[src/rtl/can_rx_drain.sv]
// can_rx_drain: APB master that drains the PeliCAN receive buffer of an
// SJA1000 controller wrapper. On an RX interrupt it reads IR, the frame
// information byte, the ID bytes and the data bytes. It then releases the
// buffer with RRB and presents the frame on a valid/ready stream.
// Optional macro CAN_DRAIN_TIMEOUT_EN: aborts a transfer whose pready stays
// low for TIMEOUT_CYCLES access cycles, treating it like a slave error.
module can_rx_drain #(
  parameter logic [31:0] BASE_ADDR      = 32'h0000_0000,
  parameter int unsigned CMD_REG        = 32'd1,
  parameter int unsigned IR_REG         = 32'd3,
  parameter int unsigned RXBUF_REG      = 32'd16,
  parameter int unsigned TIMEOUT_CYCLES = 32'd255
) (
  input  logic        aclk,
  input  logic        arstn,
  input  logic        enable_i,
  input  logic        irq_i,
  output logic [31:0] m_apb_paddr,
  output logic        m_apb_psel,
  output logic        m_apb_penable,
  output logic        m_apb_pwrite,
  output logic [31:0] m_apb_pwdata,
  output logic [3:0]  m_apb_pstrb,
  output logic [2:0]  m_apb_pprot,
  input  logic [31:0] m_apb_prdata,
  input  logic        m_apb_pready,
  input  logic        m_apb_pslverr,
  output logic        frm_valid_o,
  input  logic        frm_ready_i,
  output logic        frm_ide_o,
  output logic        frm_rtr_o,
  output logic [28:0] frm_id_o,
  output logic [3:0]  frm_dlc_o,
  output logic [63:0] frm_data_o,
  output logic        ir_valid_o,
  output logic [7:0]  ir_value_o,
  output logic        err_o,
  input  logic        err_clr_i
);

  typedef enum logic [2:0] {
    S_IDLE    = 3'd0,
    S_RD_IR   = 3'd1,
    S_RD_FI   = 3'd2,
    S_RD_ID   = 3'd3,
    S_RD_DATA = 3'd4,
    S_WR_CMD  = 3'd5,
    S_OUT     = 3'd6
  } state_e;

  state_e      state_q, state_d;
  logic        psel_q, psel_d;
  logic        penable_q, penable_d;
  logic        pwrite_q, pwrite_d;
  logic [31:0] paddr_q, paddr_d;
  logic [31:0] pwdata_q, pwdata_d;
  logic [3:0]  pstrb_q, pstrb_d;
  logic [2:0]  cnt_q, cnt_d;
  logic        ide_q, ide_d;
  logic        rtr_q, rtr_d;
  logic [3:0]  dlc_q, dlc_d;
  logic [28:0] id_q, id_d;
  logic [63:0] data_q, data_d;
  logic        valid_q, valid_d;
  logic        ir_valid_q, ir_valid_d;
  logic [7:0]  ir_value_q, ir_value_d;
  logic        err_q, err_d;

  logic [3:0]  nb_s;
  logic [31:0] idx_s;
  logic [7:0]  rd_byte_s;
  logic        err_set_s;
  logic        tmo_hit_s;
  logic        unused_prdata_s;

  // Only the low byte of the read bus carries controller register data.
  assign rd_byte_s       = m_apb_prdata[7:0];
  assign unused_prdata_s = ^m_apb_prdata[31:8];

`ifdef CAN_DRAIN_TIMEOUT_EN
  logic [15:0] tmo_q, tmo_d;

  // Wait-state counter: cleared in SETUP, counts ACCESS cycles without pready.
  always_comb begin
    tmo_d = tmo_q;
    if (psel_q && !penable_q) begin
      tmo_d = 16'd0;
    end else if (psel_q && penable_q && !m_apb_pready) begin
      tmo_d = tmo_q + 16'd1;
    end else begin
      tmo_d = tmo_q;
    end
  end

  // Timeout fires on the access cycle that brings the wait count to the limit.
  always_comb begin
    tmo_hit_s = psel_q && penable_q && !m_apb_pready &&
                (({16'd0, tmo_q} + 32'd1) >= TIMEOUT_CYCLES);
  end

  // Wait-state counter register.
  always_ff @(posedge aclk or negedge arstn) begin
    if (!arstn) begin
      tmo_q <= 16'd0;
    end else begin
      tmo_q <= tmo_d;
    end
  end
`else
  logic unused_tmo_s;
  assign unused_tmo_s = (TIMEOUT_CYCLES == 32'd0);
  assign tmo_hit_s    = 1'b0;
`endif

  // Number of data bytes to fetch: none for remote frames, DLC clamped to 8.
  always_comb begin
    nb_s = 4'd0;
    if (rtr_q) begin
      nb_s = 4'd0;
    end else if (dlc_q > 4'd8) begin
      nb_s = 4'd8;
    end else begin
      nb_s = dlc_q;
    end
  end

  // Register index addressed by the transfer of the current state.
  always_comb begin
    idx_s = 32'd0;
    case (state_q)
      S_RD_IR:   idx_s = IR_REG;
      S_RD_FI:   idx_s = RXBUF_REG;
      S_RD_ID:   idx_s = RXBUF_REG + 32'd1 + {29'd0, cnt_q};
      S_RD_DATA: begin
        if (ide_q) begin
          idx_s = RXBUF_REG + 32'd5 + {29'd0, cnt_q};
        end else begin
          idx_s = RXBUF_REG + 32'd3 + {29'd0, cnt_q};
        end
      end
      S_WR_CMD:  idx_s = CMD_REG;
      default:   idx_s = 32'd0;
    endcase
  end

  // Next-state, APB sequencing and frame capture.
  always_comb begin
    state_d    = state_q;
    psel_d     = psel_q;
    penable_d  = penable_q;
    pwrite_d   = pwrite_q;
    paddr_d    = paddr_q;
    pwdata_d   = pwdata_q;
    pstrb_d    = pstrb_q;
    cnt_d      = cnt_q;
    ide_d      = ide_q;
    rtr_d      = rtr_q;
    dlc_d      = dlc_q;
    id_d       = id_q;
    data_d     = data_q;
    valid_d    = valid_q;
    ir_valid_d = 1'b0;
    ir_value_d = ir_value_q;
    err_set_s  = 1'b0;

    case (state_q)
      S_IDLE: begin
        if (irq_i && enable_i) begin
          state_d = S_RD_IR;
        end else begin
          state_d = S_IDLE;
        end
      end

      S_OUT: begin
        if (frm_ready_i) begin
          valid_d = 1'b0;
          state_d = S_RD_IR;
        end else begin
          valid_d = 1'b1;
        end
      end

      S_RD_IR, S_RD_FI, S_RD_ID, S_RD_DATA, S_WR_CMD: begin
        if (!psel_q) begin
          // Idle gap (or first cycle of the step): launch SETUP next cycle.
          psel_d    = 1'b1;
          penable_d = 1'b0;
          paddr_d   = BASE_ADDR + (idx_s << 2'd2);
          if (state_q == S_WR_CMD) begin
            pwrite_d = 1'b1;
            pwdata_d = 32'h0000_0004;
            pstrb_d  = 4'b0001;
          end else begin
            pwrite_d = 1'b0;
            pwdata_d = 32'h0000_0000;
            pstrb_d  = 4'b0000;
          end
        end else if (!penable_q) begin
          penable_d = 1'b1;
        end else if (m_apb_pready) begin
          psel_d    = 1'b0;
          penable_d = 1'b0;
          if (m_apb_pslverr) begin
            err_set_s = 1'b1;
            state_d   = S_IDLE;
          end else begin
            case (state_q)
              S_RD_IR: begin
                ir_valid_d = 1'b1;
                ir_value_d = rd_byte_s;
                if (rd_byte_s[0]) begin
                  data_d  = 64'd0;
                  id_d    = 29'd0;
                  cnt_d   = 3'd0;
                  state_d = S_RD_FI;
                end else begin
                  state_d = S_IDLE;
                end
              end
              S_RD_FI: begin
                ide_d   = rd_byte_s[7];
                rtr_d   = rd_byte_s[6];
                dlc_d   = rd_byte_s[3:0];
                cnt_d   = 3'd0;
                state_d = S_RD_ID;
              end
              S_RD_ID: begin
                case ({ide_q, cnt_q[1:0]})
                  3'b000:  id_d[10:3]  = rd_byte_s;
                  3'b001:  id_d[2:0]   = rd_byte_s[7:5];
                  3'b100:  id_d[28:21] = rd_byte_s;
                  3'b101:  id_d[20:13] = rd_byte_s;
                  3'b110:  id_d[12:5]  = rd_byte_s;
                  3'b111:  id_d[4:0]   = rd_byte_s[7:3];
                  default: id_d        = id_q;
                endcase
                if ((ide_q && cnt_q == 3'd3) || (!ide_q && cnt_q == 3'd1)) begin
                  cnt_d = 3'd0;
                  if (nb_s == 4'd0) begin
                    state_d = S_WR_CMD;
                  end else begin
                    state_d = S_RD_DATA;
                  end
                end else begin
                  cnt_d = cnt_q + 3'd1;
                end
              end
              S_RD_DATA: begin
                data_d[{cnt_q, 3'b000} +: 8] = rd_byte_s;
                if ({1'b0, cnt_q} == (nb_s - 4'd1)) begin
                  cnt_d   = 3'd0;
                  state_d = S_WR_CMD;
                end else begin
                  cnt_d = cnt_q + 3'd1;
                end
              end
              S_WR_CMD: begin
                valid_d = 1'b1;
                state_d = S_OUT;
              end
              default: state_d = S_IDLE;
            endcase
          end
        end else if (tmo_hit_s) begin
          psel_d    = 1'b0;
          penable_d = 1'b0;
          err_set_s = 1'b1;
          state_d   = S_IDLE;
        end else begin
          penable_d = 1'b1;
        end
      end

      default: begin
        state_d   = S_IDLE;
        psel_d    = 1'b0;
        penable_d = 1'b0;
        valid_d   = 1'b0;
      end
    endcase

    // A new error takes priority over a simultaneous clear request.
    if (err_set_s) begin
      err_d = 1'b1;
    end else if (err_clr_i) begin
      err_d = 1'b0;
    end else begin
      err_d = err_q;
    end
  end

  // State and output registers; reset drops the bus cycle immediately.
  always_ff @(posedge aclk or negedge arstn) begin
    if (!arstn) begin
      state_q    <= S_IDLE;
      psel_q     <= 1'b0;
      penable_q  <= 1'b0;
      pwrite_q   <= 1'b0;
      paddr_q    <= 32'd0;
      pwdata_q   <= 32'd0;
      pstrb_q    <= 4'd0;
      cnt_q      <= 3'd0;
      ide_q      <= 1'b0;
      rtr_q      <= 1'b0;
      dlc_q      <= 4'd0;
      id_q       <= 29'd0;
      data_q     <= 64'd0;
      valid_q    <= 1'b0;
      ir_valid_q <= 1'b0;
      ir_value_q <= 8'd0;
      err_q      <= 1'b0;
    end else begin
      state_q    <= state_d;
      psel_q     <= psel_d;
      penable_q  <= penable_d;
      pwrite_q   <= pwrite_d;
      paddr_q    <= paddr_d;
      pwdata_q   <= pwdata_d;
      pstrb_q    <= pstrb_d;
      cnt_q      <= cnt_d;
      ide_q      <= ide_d;
      rtr_q      <= rtr_d;
      dlc_q      <= dlc_d;
      id_q       <= id_d;
      data_q     <= data_d;
      valid_q    <= valid_d;
      ir_valid_q <= ir_valid_d;
      ir_value_q <= ir_value_d;
      err_q      <= err_d;
    end
  end

  assign m_apb_paddr   = paddr_q;
  assign m_apb_psel    = psel_q;
  assign m_apb_penable = penable_q;
  assign m_apb_pwrite  = pwrite_q;
  assign m_apb_pwdata  = pwdata_q;
  assign m_apb_pstrb   = pstrb_q;
  assign m_apb_pprot   = 3'b000;
  assign frm_valid_o   = valid_q;
  assign frm_ide_o     = ide_q;
  assign frm_rtr_o     = rtr_q;
  assign frm_id_o      = id_q;
  assign frm_dlc_o     = dlc_q;
  assign frm_data_o    = data_q;
  assign ir_valid_o    = ir_valid_q;
  assign ir_value_o    = ir_value_q;
  assign err_o         = err_q;

endmodule

[config.mk]
export PLATFORM = sky130hd
export DESIGN_NAME = can_rx_drain
export DESIGN_NICKNAME = d
export VERILOG_FILES = /design/src/rtl/can_rx_drain.sv
export SDC_FILE = /design/constraint.sdc
export NUM_CORES = 1
export LEC_CHECK = 0
export CAP_MARGIN = 20
export CORE_UTILIZATION = 49
export CTS_CLUSTER_DIAMETER = 80
export CTS_CLUSTER_SIZE = 20
export DETAILED_ROUTE_END_ITERATION = 10
export GPL_TIMING_DRIVEN = 0
export PLACE_DENSITY_LB_ADDON = 0.15
export SYNTH_ARGS = -nofsm -noshare
export SYNTH_HDL_FRONTEND = slang
export SYNTH_SLANG_ARGS = --single-unit
[constraint.sdc]
create_clock -name aclk -period 3.75 [get_ports aclk]
set_input_delay 1.125 -clock aclk [delete_from_list [all_inputs] [get_ports aclk]]
set_output_delay 1.125 -clock aclk [all_outputs]
set_load 0.02 [all_outputs]
==> metrics.json <==
{
  "outcome": {
    "outcome": "complete, no violations"
  },
  "worst_setup_path": {
    "cp-start-kind": "input pin",
    "worstPathCellList": "clkdlybuf4s50_1, nand4b_1, a211oi_2, o21ai_1, buf_2, nand2_1, o21ai_0",
    "worst_path_max_delay_cell": "sky130_fd_sc_hd__a211oi_2",
    "worstSetupPathType": "input pin to flip-flop",
    "cp_max_fo": 10,
    "critPathRequiredTime_ns": 4.03,
    "worst_setup_path_end_kind": "flip-flop",
    "cp_data_arrival_time_ns": 3.41,
    "critPathMaxStageDelay_ns": 0.64
  },
  "power_and_ir_drop": {
    "leakage_nw": 3.93,
    "power_density_nw_per_um2": 577,
    "vdd_ir_drop_max_uv": 311
  },
  "routing": {
    "drt-vias-per-instance": 5.33,
    "detail_route.wl_per_cell_microns": 16.7,
    "route.vias.total": 5337,
    "drt.antenna.violating_nets": 0,
    "drt-pass1-iter-count": 5,
    "drc": 0,
    "initialDrtViolationCount": 332,
    "wirelength_microns": 16700
  },
  "hold_path": {
    "hold_class": "flip-flop to flip-flop"
  },
  "layout": {
    "most_frequent_cells_in_the_layout": "sky130_fd_sc_hd__clkdlybuf4s50_1 (133), sky130_fd_sc_hd__dfrtp_1 (124), sky130_fd_sc_hd__nand2_1 (76)",
    "growth_of_design_area_from_synthesis_to_finish_pct": 38.3,
    "fillerInstances": 976,
    "layout.nets": 871,
    "post_route_cells_drive_above_1_share": 0.168,
    "finalInstanceArea_sq_um": 8550,
    "antenna_cells": 0,
    "area_taken_by_multi_input_logic_gates_sq_um": 2660,
    "layout.cells.most_common": "sky130_fd_sc_hd__clkdlybuf4s50_1",
    "layout.area.seq_sq_um": 3100
  },
  "flow_run": {
    "drv_cap": 0
  },
  "synthesis": {
    "synth-seq-area-share": 0.502,
    "syn-cell-area_sq_um": 6180,
    "synthArstFlopShare": 1.00,
    "yosys_register_bits": 124,
    "yosysWarningCount": 0,
    "synth_enable_flop_cells": 0,
    "yosys_most_used_dff": "sky130_fd_sc_hd__dfrtp_1",
    "yosys.cell_types.count": 53,
    "netlist_instances": 604,
    "syn-mean-instance-area_sq_um": 10.2
  },
  "die": {
    "placementRows": 40,
    "core-area_sq_um": 12200,
    "floorplan.initialDensity": 0.508,
    "floorplan.die.height_microns": 114,
    "die_area_sq_um": 13100,
    "die-width_microns": 114,
    "io_count": 224
  },
  "sta": {
    "final_critical_period_ns": 3.13,
    "timing_hold_violations_final": 0,
    "slew_headroom": 0.521,
    "setup_skew_ns": 0.00569,
    "slew_viol_final": 0,
    "grt_setup_unrepaired": "no",
    "setup-violations-final": 0,
    "f_max_mhz": 319,
    "hold_slack_ns": 0.478,
    "min_period_over_period": 0.835,
    "worst_pin_slew_ns": 0.718,
    "finalWorstSetupSlack_ns": 0.617
  },
  "cts": {
    "cts.root.buffer_cell": "sky130_fd_sc_hd__clkbuf_16",
    "clkSinkCount": 124,
    "h-tree-depth": 4,
    "holdBufCountCts": 0,
    "postCtsSetupRepairBufs": 0,
    "ctsLongestPathBuffers": 2,
    "clk-insertion-delay-late_ns": 0.42,
    "cts_tree": "done",
    "cts_inserted_buffers": 17,
    "clk_transition_reported_paths_ns": 0.05,
    "post_cts_resize_count": 0
  },
  "placement": {
    "numPortBuffers": 134,
    "place_worst_setup_slack_ns": 0.200,
    "placed_cell_area_sq_um": 8000,
    "detailedPlacementHpwl_microns": 12300,
    "finalWeightedCongestion": 0.896
  },
  "global_routing": {
    "grt_first_pass_wirelength_microns": 26800,
    "grt_pass1_vias": 5162,
    "grt_max_degree": 84,
    "grt_use_total": 0.270,
    "antenna_found_initial": 0,
    "grt_remaining_overflow": 0
  }
}
cell type report:
cell class | instances | area share
clock buffer | 20 | 0.0534
buffer | 99 | 0.0733
clock inverter | 11 | 0.0111
timing repair buffer | 135 | 0.160
inverter | 9 | 0.00395
multi-input combinational | 435 | 0.311
tap | 168 | 0.0246
sequential | 124 | 0.363
synth_stat cells, drive strengths merged, types with 2 or more instances:
master,instances,area share
o221ai,2,0.0028
dfrtp,124,0.50
and2,3,0.0030
a221o,2,0.0032
inv,9,0.0055
and3,4,0.0040
ha,9,0.018
nand3,15,0.012
a32o,3,0.0049
mux2,25,0.046
nand2,76,0.046
o22ai,2,0.0020
a31oi,3,0.0030
a22oi,2,0.0024
nand3b,3,0.0036
o31ai,5,0.0061
o21a,3,0.0036
clkbuf,26,0.016
o211ai,2,0.0024
and4b,2,0.0032
xor2,2,0.0028
a21oi,20,0.016
buf,73,0.086
a211oi,4,0.0057
a22o,56,0.079
nand4,2,0.0020
a21o,7,0.0085
nand2b,4,0.0040
o21ai,51,0.041
xnor2,2,0.0028
nor2b,10,0.010
nor3,5,0.0073
nor3b,3,0.0036
nand4b,2,0.0028
nor2,31,0.020
kinds of logic after synthesis:
logic type / synth area share
AND/OR/NAND/NOR: 0.128
adder cells (fa/ha/maj): 0.0215
flip-flops: 0.502
other: 0.000607
XOR/XNOR: 0.00567
buffers and inverters: 0.107
multiplexers: 0.0472
AO/OA/AOI/OAI: 0.189
registers in the layout (all words and copies together), names as in the netlist:
register       count
m_apb_penable      1
err_o              1
ir_valid_o         1
frm_id_o          29
ir_value_o         8
cnt_q              3
frm_valid_o        1
m_apb_paddr        5
frm_rtr_o          1
frm_ide_o          1
frm_data_o        64
m_apb_pwdata       1
frm_dlc_o          4
state_q            3
m_apb_psel         1
metal layers:
metal,wire length [microns],GRT usage,part of all wire,vias to the layer above
li1,-,-,-,2456
met1,7120,0.345,0.43,2616
met2,8110,0.437,0.49,222
met3,984,0.0582,0.059,43
met4,472,0.132,0.028,0
met5,0,0,0,-
where the power goes:
group          internal [mW]  total (mW)  switching, mW  leakage [nW]
clock                  0.936        1.52          0.586         0.268
combinational          0.722        1.72           1.00          1.97
sequential              1.53        1.69          0.161          1.69
final timing paths:
check | from | endpoint | slack, ns | cells past startpoint
max | m_apb_pslverr | frm_data_o[36] | 0.62 | 7
min | frm_data_o[38] | frm_data_o[38] | 0.48 | 2
max reg2reg | cnt_q[0] | frm_data_o[33] | 0.86 | 8
min reg2reg | frm_data_o[38] | frm_data_o[38] | 0.48 | 2
max in group asynchronous | arstn | ir_value_o[2] | 2.41 | 2
min in group asynchronous | arstn | frm_id_o[15] | 0.62 | 1
worst max-delay path: cells and delay by family:
kind | cells | cell delay (ns)
compound gates | 3 | 1.06
buf+inv | 2 | 0.76
simple gates | 2 | 0.47
per-stage QoR:
| step | std cells | utilization | power [mW] | TNS (ns) |
|---|---|---|---|---|
| final | 1001 | 0.703 | 4.94 | 0 |
| after global routing | 1001 | 0.703 | 5.19 | 0 |
| after CTS | 1001 | 0.703 | 4.95 | 0 |
| after detailed placement | 970 | 0.658 | 3.42 | 0 |
| after global placement | 969 | 0.655 | 3.39 | -371.09 |
| after floorplan | 667 | - | 2.75 | 0 |
(Power assumes the default switching activity.)
